$ cat config.mk
export PLATFORM = sky130hd
export DESIGN_NAME = lsu
export DESIGN_NICKNAME = d
export VERILOG_FILES = /design/src/rtl/lsu.sv
export SDC_FILE = /design/constraint.sdc
export NUM_CORES = 1
export LEC_CHECK = 0
export CAP_MARGIN = 20
export CORE_ASPECT_RATIO = 1.5
export CORE_MARGIN = 2
export CORE_UTILIZATION = 39
export CTS_CLUSTER_DIAMETER = 150
export CTS_CLUSTER_SIZE = 28
export DETAILED_ROUTE_END_ITERATION = 8
export PLACE_DENSITY = 0.71
export SYNTH_ARGS = -nofsm -noshare
export SYNTH_HDL_FRONTEND = slang
export SYNTH_SLANG_ARGS = --single-unit
export TNS_END_PERCENT = 50
$ cat constraint.sdc
create_clock -name clk -period 2.9 [get_ports clk]
set_input_delay 0.58 -clock clk [delete_from_list [all_inputs] [get_ports clk]]
set_output_delay 0.58 -clock clk [all_outputs]
set_load 0.01 [all_outputs]
$ cat src/rtl/lsu.sv
// -----------------------------------------------------------------------------
// lsu - execute-stage load/store unit.
//
// Accepts one decoded load or store per ex_valid while idle, runs it on the
// data-memory bus with a req/ack handshake and returns a single-cycle ls_done
// that releases the fetcher. Loads return lane-selected, sign/zero-extended
// data with a write-back strobe.
//
// Ports
//   clk, rstb                 clock, asynchronous active-low reset
//   ex_valid                  decoded instruction valid
//   op_load, op_store         opcode class (load has priority if both set)
//   funct3                    access size/sign
//   base, offset              rs1 value and signed immediate; ea = base+offset
//   wdata_in                  rs2 value (stores)
//   dest                      rd index (loads)
//   ls_done, ls_err           completion pulse and fault flag
//   wb_en, wb_rd, wb_data     register write-back, coincident with ls_done
//   d_req, d_we, d_addr,
//   d_wdata, d_be             data-memory request, held stable until d_ack
//   d_ack, d_rdata            data-memory acknowledge and read data
//
// Parameters
//   TIMEOUT_CYC               max d_req cycles without d_ack; 0 disables
//
// Build options
//   LSU_MISALIGN_CHK_EN       when defined, misaligned half/word accesses
//                             complete as errors without a bus request;
//                             otherwise they proceed aligned down.
// -----------------------------------------------------------------------------
module lsu #(
  parameter int TIMEOUT_CYC = 16
) (
  input  logic        clk,
  input  logic        rstb,
  input  logic        ex_valid,
  input  logic        op_load,
  input  logic        op_store,
  input  logic [2:0]  funct3,
  input  logic [31:0] base,
  input  logic [31:0] offset,
  input  logic [31:0] wdata_in,
  input  logic [4:0]  dest,
  output logic        ls_done,
  output logic        ls_err,
  output logic        wb_en,
  output logic [4:0]  wb_rd,
  output logic [31:0] wb_data,
  output logic        d_req,
  output logic        d_we,
  output logic [31:0] d_addr,
  output logic [31:0] d_wdata,
  output logic [3:0]  d_be,
  input  logic        d_ack,
  input  logic [31:0] d_rdata
);

  typedef enum logic [1:0] {IDLE, BUS, RESP} state_t;

  localparam int CW = (TIMEOUT_CYC > 1) ? $clog2(TIMEOUT_CYC) : 1;
  localparam logic [CW-1:0] CNT_LAST = (TIMEOUT_CYC > 0) ? CW'(TIMEOUT_CYC - 1) : '0;

  // Sign/zero extension of the addressed lane of the returned word.
  function automatic logic [31:0] load_extend(input logic [2:0]  f3,
                                              input logic [1:0]  lo,
                                              input logic [31:0] rd);
    logic signed [7:0]  b_s;
    logic signed [15:0] h_s;
    logic [31:0]        res;
    b_s = rd[{lo, 3'b000} +: 8];
    h_s = lo[1] ? rd[31:16] : rd[15:0];
    case (f3)
      3'b000:  res = 32'(b_s);
      3'b001:  res = 32'(h_s);
      3'b100:  res = {24'h0, b_s};
      3'b101:  res = {16'h0, h_s};
      default: res = rd;
    endcase
    return res;
  endfunction

  function automatic logic [3:0] lane_be(input logic [1:0] sz, input logic [1:0] lo);
    logic [3:0] be;
    case (sz)
      2'b00:   be = 4'b0001 << lo;
      2'b01:   be = lo[1] ? 4'b1100 : 4'b0011;
      default: be = 4'b1111;
    endcase
    return be;
  endfunction

  function automatic logic [31:0] lane_wdata(input logic [1:0] sz, input logic [31:0] wd);
    logic [31:0] w;
    case (sz)
      2'b00:   w = {4{wd[7:0]}};
      2'b01:   w = {2{wd[15:0]}};
      default: w = wd;
    endcase
    return w;
  endfunction

  function automatic logic illegal_f3(input logic is_load, input logic [2:0] f3);
    logic bad;
    if (is_load) bad = (f3 == 3'b011) || (f3 == 3'b110) || (f3 == 3'b111);
    else         bad = (f3 > 3'b010);
    return bad;
  endfunction

  // Registered state and outputs
  state_t        state_q, state_d;
  logic [CW-1:0] cnt_q, cnt_d;
  logic          ls_done_q, ls_done_d;
  logic          ls_err_q, ls_err_d;
  logic          wb_en_q, wb_en_d;
  logic [4:0]    wb_rd_q, wb_rd_d;
  logic [31:0]   wb_data_q, wb_data_d;
  logic          d_req_q, d_req_d;
  logic          d_we_q, d_we_d;
  logic [31:0]   d_addr_q, d_addr_d;
  logic [31:0]   d_wdata_q, d_wdata_d;
  logic [3:0]    d_be_q, d_be_d;

  // Latched request attributes (data only, not reset)
  logic          load_q, load_d;
  logic [2:0]    f3_q, f3_d;
  logic [4:0]    dest_q, dest_d;
  logic [1:0]    ea_lo_q, ea_lo_d;

  logic [31:0]   ea;
  logic          misalign;
  logic          reject;
  logic          to_hit;

  // Offset is a two's-complement immediate; the 32-bit add wraps mod 2^32.
  assign ea = base + offset;

`ifdef LSU_MISALIGN_CHK_EN
  assign misalign = ((funct3[1:0] == 2'b01) && ea[0]) ||
                    ((funct3[1:0] == 2'b10) && (ea[1:0] != 2'b00));
`else
  assign misalign = 1'b0;
`endif

  assign reject = illegal_f3(op_load, funct3) || misalign;
  // An ack on the final allowed cycle takes priority (checked first below).
  assign to_hit = (TIMEOUT_CYC != 0) && (cnt_q == CNT_LAST);

  always_comb begin
    state_d   = state_q;
    cnt_d     = cnt_q;
    ls_done_d = 1'b0;
    ls_err_d  = 1'b0;
    wb_en_d   = 1'b0;
    wb_rd_d   = 5'd0;
    wb_data_d = 32'd0;
    d_req_d   = d_req_q;
    d_we_d    = d_we_q;
    d_addr_d  = d_addr_q;
    d_wdata_d = d_wdata_q;
    d_be_d    = d_be_q;
    load_d    = load_q;
    f3_d      = f3_q;
    dest_d    = dest_q;
    ea_lo_d   = ea_lo_q;

    case (state_q)
      IDLE: begin
        if (ex_valid && (op_load || op_store)) begin
          load_d  = op_load;
          f3_d    = funct3;
          dest_d  = dest;
          ea_lo_d = ea[1:0];
          if (reject) begin
            state_d   = RESP;
            ls_done_d = 1'b1;
            ls_err_d  = 1'b1;
            wb_rd_d   = dest;
          end else begin
            state_d   = BUS;
            cnt_d     = '0;
            d_req_d   = 1'b1;
            d_we_d    = ~op_load;
            d_addr_d  = {ea[31:2], 2'b00};
            d_be_d    = lane_be(funct3[1:0], ea[1:0]);
            d_wdata_d = lane_wdata(funct3[1:0], wdata_in);
          end
        end
      end

      BUS: begin
        if (d_ack || to_hit) begin
          state_d   = RESP;
          d_req_d   = 1'b0;
          d_we_d    = 1'b0;
          d_be_d    = 4'b0000;
          ls_done_d = 1'b1;
          wb_rd_d   = dest_q;
          if (d_ack) begin
            if (load_q) begin
              wb_en_d   = (dest_q != 5'd0);
              wb_data_d = load_extend(f3_q, ea_lo_q, d_rdata);
            end
          end else begin
            ls_err_d = 1'b1;
          end
        end else begin
          cnt_d = cnt_q + 1'b1;
        end
      end

      RESP:    state_d = IDLE;
      default: state_d = IDLE;
    endcase
  end

  // Control and output registers
  always_ff @(posedge clk or negedge rstb) begin
    if (!rstb) begin
      state_q   <= IDLE;
      cnt_q     <= '0;
      ls_done_q <= 1'b0;
      ls_err_q  <= 1'b0;
      wb_en_q   <= 1'b0;
      wb_rd_q   <= 5'd0;
      wb_data_q <= 32'd0;
      d_req_q   <= 1'b0;
      d_we_q    <= 1'b0;
      d_addr_q  <= 32'd0;
      d_wdata_q <= 32'd0;
      d_be_q    <= 4'd0;
    end else begin
      state_q   <= state_d;
      cnt_q     <= cnt_d;
      ls_done_q <= ls_done_d;
      ls_err_q  <= ls_err_d;
      wb_en_q   <= wb_en_d;
      wb_rd_q   <= wb_rd_d;
      wb_data_q <= wb_data_d;
      d_req_q   <= d_req_d;
      d_we_q    <= d_we_d;
      d_addr_q  <= d_addr_d;
      d_wdata_q <= d_wdata_d;
      d_be_q    <= d_be_d;
    end
  end

  // Request attribute registers
  always_ff @(posedge clk) begin
    load_q  <= load_d;
    f3_q    <= f3_d;
    dest_q  <= dest_d;
    ea_lo_q <= ea_lo_d;
  end

  assign ls_done = ls_done_q;
  assign ls_err  = ls_err_q;
  assign wb_en   = wb_en_q;
  assign wb_rd   = wb_rd_q;
  assign wb_data = wb_data_q;
  assign d_req   = d_req_q;
  assign d_we    = d_we_q;
  assign d_addr  = d_addr_q;
  assign d_wdata = d_wdata_q;
  assign d_be    = d_be_q;

endmodule

[Yosys cells after proc, flatten, opt, wreduce, memory -nomap -nowiden]
Index checks and enable logic that the tools add are counted.
Word-level totals
  bits in registers: 125
  bits of input ports: 142
  output and inout bits: 110
  logic and storage cells: 95
Cells by class
  add/sub/neg operators: 2
  order comparisons: 1
  eq/ne operators: 13
  shift-type cells: 2
  muxes and demuxes: 44
  bitwise operators: 2
  reductions and logical operators: 15
Operators with widths (count)
  32-bit two-way mux: 4
  32-bit one-hot mux with 4 select lines: 1
  32-bit one-hot mux with 2 select lines: 1
  32-bit adder: 1
  32-bit by 6-bit variable part select with 8-bit output: 1
  4-bit two-way mux: 7
  4-bit one-hot mux with 2 select lines: 3
  16-bit two-way mux: 1
  1-bit two-way mux: 15
  5-bit two-way mux: 3
  3-bit equality test (second input constant): 4
  5-bit one-hot mux with 2 select lines: 1
  2-bit != test (second input constant): 4
  1-bit one-hot mux with 2 select lines: 4
  4-bit AND reduction: 2
  2-bit two-way mux: 3
  5-bit nonzero test: 1
  4-bit by 1-bit adder with 4-bit output (second input constant): 1
  2-bit by 1-bit equality test with 1-bit output (second input constant): 2
  4-bit equality test (second input constant): 1
  2-bit zero test: 2
  1-bit logical OR: 4
  2-bit one-hot mux with 2 select lines: 1
  2-bit AND reduction: 2
  9 further kinds: 10

[Logic depth before layout (Yosys ltp)]
  depth in word-level cells: 7
  mapped depth: 12
  mapped depth without buffers: 11

[Worst setup path after synthesis]
Ideal clock, no wire load.
  path kind: input to register
  start: input offset[0]
  end: register d_addr_q[30] (netlist: d_addr[30])
  arrival: 2666 ps
  path slack: 165 ps
  stages: 12
  buffers on the path: 1
  cell sequence: ha_1 -> inv_1 -> fa_1 -> and2b_1 -> o2111ai_1 -> and3_1 -> buf_6 -> o211a_4 -> nor2_4 -> a21oi_1 -> or4_1 -> nand3_1
Between the ends
  longest elaborated chain between the ends: 1
RTL lines
  from (decl): RTL line 41  | input logic [31:0] offset,
  32-bit adder: RTL line 135  | assign ea = base + offset;
  to (signal assigned): RTL line 241  | d_addr_q <= d_addr_d;
  to (decl): RTL line 119  | logic [31:0] d_addr_q, d_addr_d;
Every way passes these cells.
A chain may end at the register's enable or synchronous reset.

[Final worst setup path]
Same ends and word-level chain as after synthesis.

==> flow_results.org <==
** Synth
- The cell area that synthesis handed to floorplanning was 6840 sq um.
- During synthesis, Yosys emitted a total of 0 warnings.
- Number of register bits inferred by synthesis :: approximately 130
- The share of the Yosys chip area taken by registers is 0.465.
- Synthesized instance count :: 739
- Each instance of the synthesized netlist takes up on average 9.26 sq um.
- The synthesized design contains 11 enable-type register cells.
- Share of flip-flops with an asynchronous set or reset after synthesis :: 0.912
- Most used flip-flop cell after synthesis :: sky130_fd_sc_hd__dfrtp_1
- The synthesized netlist contains between 50 and 60 unique library cells.

** Placement
- Number of I/O port buffers :: approximately 250
- Instance area after placement :: between 10000 and 15000 sq um
- After detailed placement, the design holds a cell count of 1244.
- Post-DP HPWL :: 16.4 mm
- GP Congestion :: ~0.9

** Critical path
- STA classifies the critical path endpoint as a register.
- The setup check on the worst reg-to-reg path leaves a slack of 0.63 ns.
- Launch point of the critical path :: offset[0]
- Data required time of the critical path :: roughly 3.2 ns
- The worst setup path is launched from an input pin.
- The worst register-to-register path begins at ea_lo_q[1]$_DFFE_PP_.
- The critical path is of the in2reg type.
- Crit path capture :: d_addr[30]$_DFFE_PN0P_
- Critical-path maximum fanout :: 4
- Depth of the worst register-to-register path :: 9
- Critical R2R Capture :: wb_data[27]$_DFF_PN0_
- Critical path data arrival time :: approximately 3.1 ns

** Global routing
- Entering global routing, the biggest net connects 56 pins.
- The first global-routing pass estimated 34.3 mm of wire.
- Aggregate global routing overflow :: 0
- Initial antenna violation count :: 0
- The via count of the first global-routing pass came to 6623.
- For this run, the total global-route usage over all layers was measured as 0.231.

** Finish
- Commonest cells after routing, fill and taps aside :: sky130_fd_sc_hd__clkdlybuf4s50_1 (248), sky130_fd_sc_hd__nand2_1 (119), sky130_fd_sc_hd__dfrtp_1 (114)
- The net count of the finished layout is 1226.
- Cell Count, Final, Fillers Out :: approximately 1300
- Compared with the post-synthesis result, the final layout area differs by 56.0%.
- Leaving out fill and tap cells, the most frequent cell in the layout is sky130_fd_sc_hd__clkdlybuf4s50_1.
- Of the cells placed in the final design, the portion with a size suffix greater than 1 is 0.128.
- The finished cells cover about 11000 sq um.
- At the end of the flow the core is filled with cells to 0.618.
- Antenna diode count :: 0

** Timing
- Final setup vio count :: 0
- Post-Route Skew :: about 0.011 ns
- Max-slew violation count :: 0
- The number of endpoints with negative hold slack in the final report was 0.
- Post-layout min period :: between 2 and 3 ns
- Dividing the final minimum period by the clock period gives 0.956.
- Setup repair after global routing left no endpoint under its margin.
- Headroom to the max-slew limit came out at 0.552.
- Static timing analysis puts the maximum clock frequency at 361 MHz.
- Pin slew with the least headroom to its limit :: 0.671 ns
- Hold is met by 0.179 ns.

** CTS
- Maximum buffer depth of the clock tree :: 2
- Post-CTS Setup Bufs :: 0
- Clock-pin slew was measured on the worst setup and hold paths at 0.07 ns.
- TritonCTS created 17 clock buffers.
- Total clock sinks :: roughly 130
- Library cell used as clock root buffer :: sky130_fd_sc_hd__clkbuf_16
- CTS resizes :: 0
- TritonCTS built the clock tree.
- The clock tree synthesis step divided the H-tree into 4 levels.
- Count of hold-fix buffers inserted at cts :: 0
- Clock latency on the worst-skew pair, taken at its later pin, is 0.41 ns.

** Die
- From bottom edge to top edge, the die measures 166 microns.
- Number of top-level design ports :: about 250
- The core region is 17300 sq um.
- The die covers 18600 sq um.
- Die X-Extent :: between 100 and 150 microns
- Number of rows created at floorplan :: 59
- Initial cell density of the core :: 0.396

** Outcome
- The flow ran to the end, and the final reports show no timing, DRC or antenna violations.

** Power
- In this run the power density over the cells is 648 nW/um^2.
- Of the total power, combinational logic draws 0.346.
- The share of total power dissipated in sequential elements is 0.351.
- Max VDD drop :: 0.343 mV
- The internal portion of the total power is roughly 4.7 mW.
- Switching share of power :: 0.315
- Static Leak :: 4.90 nW
- Psw :: 2.18 mW
- Part of the total power dissipated in the clock network :: 0.303

** Drt
- After detailed routing, the number of remaining DRC violations is 0.
- Wire length per cell after detailed routing :: 16.6 microns
- Vias :: 6561
- Summed over all layers, the routed wires come to around 21 mm.
- For this block, the initial DRC count from the detailed router was roughly 360.
- Drt first pass iters :: 7
- Via count normalized by instance count :: 5.14
- The detail route stage leaves a number of antenna-violating nets equal to 0.

** Worst hold path
- Path type of the worst min-delay path :: in2async

** Job
- Total of max-cap violations :: 0
## through the flow
stage | total power [mW] | setup TNS, ns | worst slack [ns]
finish | 6.91 | 0 | 0.129
CTS | 6.99 | 0 | 0.0838
global placement | 4.83 | -2.24 | -0.287
global route | 7.33 | 0 | 0.00412
floorplan | 3.40 | 0 | 0.165
detailed placement | 4.86 | -2.90 | -0.339
## layer usage
| metal | vias to the layer above | wire length [microns] | global-route usage |
|---|---|---|---|
| li1 | 3231 | - | - |
| met1 | 3038 | 7940 | 0.262 |
| met2 | 245 | 11200 | 0.418 |
| met3 | 47 | 1320 | 0.0485 |
| met4 | 0 | 727 | 0.0912 |
| met5 | - | 0 | 0 |
## kinds of logic (layout without fill, tap and decap cells)
logic type / count (synthesis) / in the layout / share of synthesized area
AOI/OAI and AO/OA: 233 / 233 / 0.209
xor gates and xnor gates: 29 / 29 / 0.0371
adders and majority gates: 33 / 33 / 0.0615
buffers and inverters: 77 / 401 / 0.0448
DFF: 125 / 125 / 0.465
muxes: 28 / 28 / 0.0413
other: 1 / 2 / 0.000548
and+or+nand+nor: 213 / 213 / 0.140
## power groups by stage
stage,clock network (mW),logic (mW),registers (mW)
floorplan,0,0.797,2.60
finish,2.09,2.39,2.42
CTS,2.14,2.42,2.43
global route,2.23,2.62,2.48
global placement,0,2.38,2.44
detailed placement,0,2.41,2.45
## registers in the layout, indices dropped and copies added, names as in the netlist
signal / cells
d_addr: 30
ls_err: 1
ls_done: 1
d_wdata: 32
state_q: 2
cnt_q: 4
load_q: 1
wb_rd: 5
f3_q: 3
d_we: 1
dest_q: 5
d_be: 4
wb_en: 1
d_req: 1
ea_lo_q: 2
wb_data: 32
## synth_stat cells (all sizes together), types with 11 or more instances
| cell type | instances | area [sq um] |
|---|---|---|
| nand2 | 120 | 450 |
| clkbuf | 31 | 116 |
| nor2 | 36 | 145 |
| xor2 | 15 | 131 |
| inv | 39 | 146 |
| edfxtp | 11 | 330 |
| a21oi | 65 | 325 |
| o21ai | 86 | 430 |
| a21o | 14 | 105 |
| dfrtp | 114 | 2850 |
| a31oi | 13 | 81.3 |
| xnor2 | 14 | 123 |
| mux2i | 26 | 260 |
| ha | 32 | 400 |
## critical path, cell delays in order
cell and delay, ns:
sky130_fd_sc_hd__clkdlybuf4s50_1 0.46, sky130_fd_sc_hd__ha_1 0.17, sky130_fd_sc_hd__inv_1 0.06, sky130_fd_sc_hd__fa_1 0.39
sky130_fd_sc_hd__and2b_1 0.22, sky130_fd_sc_hd__o2111ai_1 0.10, sky130_fd_sc_hd__and3_4 0.19, sky130_fd_sc_hd__o211a_4 0.26
sky130_fd_sc_hd__nor2_4 0.11, sky130_fd_sc_hd__a21oi_1 0.08, sky130_fd_sc_hd__or4_1 0.40, sky130_fd_sc_hd__nand3_1 0.09
## area by class of cell
cell class | instances | area [sq um]
fill | 1525 | 6610
multi-input combinational | 538 | 3380
sequential | 125 | 3180
timing repair buffer | 330 | 3110
clock buffer | 18 | 450
tap | 213 | 267
inverter | 39 | 146
clock inverter | 14 | 131
## worst min-delay path by stage
stage / start / to
finish: rstb / d_addr[11]$_DFFE_PN0P_
CTS: rstb / d_addr[11]$_DFFE_PN0P_
global placement: d_wdata[1]$_DFFE_PN0P_ / d_wdata[1]$_DFFE_PN0P_
floorplan: rstb / cnt_q[0]$_DFFE_PN0P_
detailed placement: d_wdata[3]$_DFFE_PN0P_ / d_wdata[3]$_DFFE_PN0P_
global route: rstb / d_addr[11]$_DFFE_PN0P_
Power figures use the tool's default switching activity.
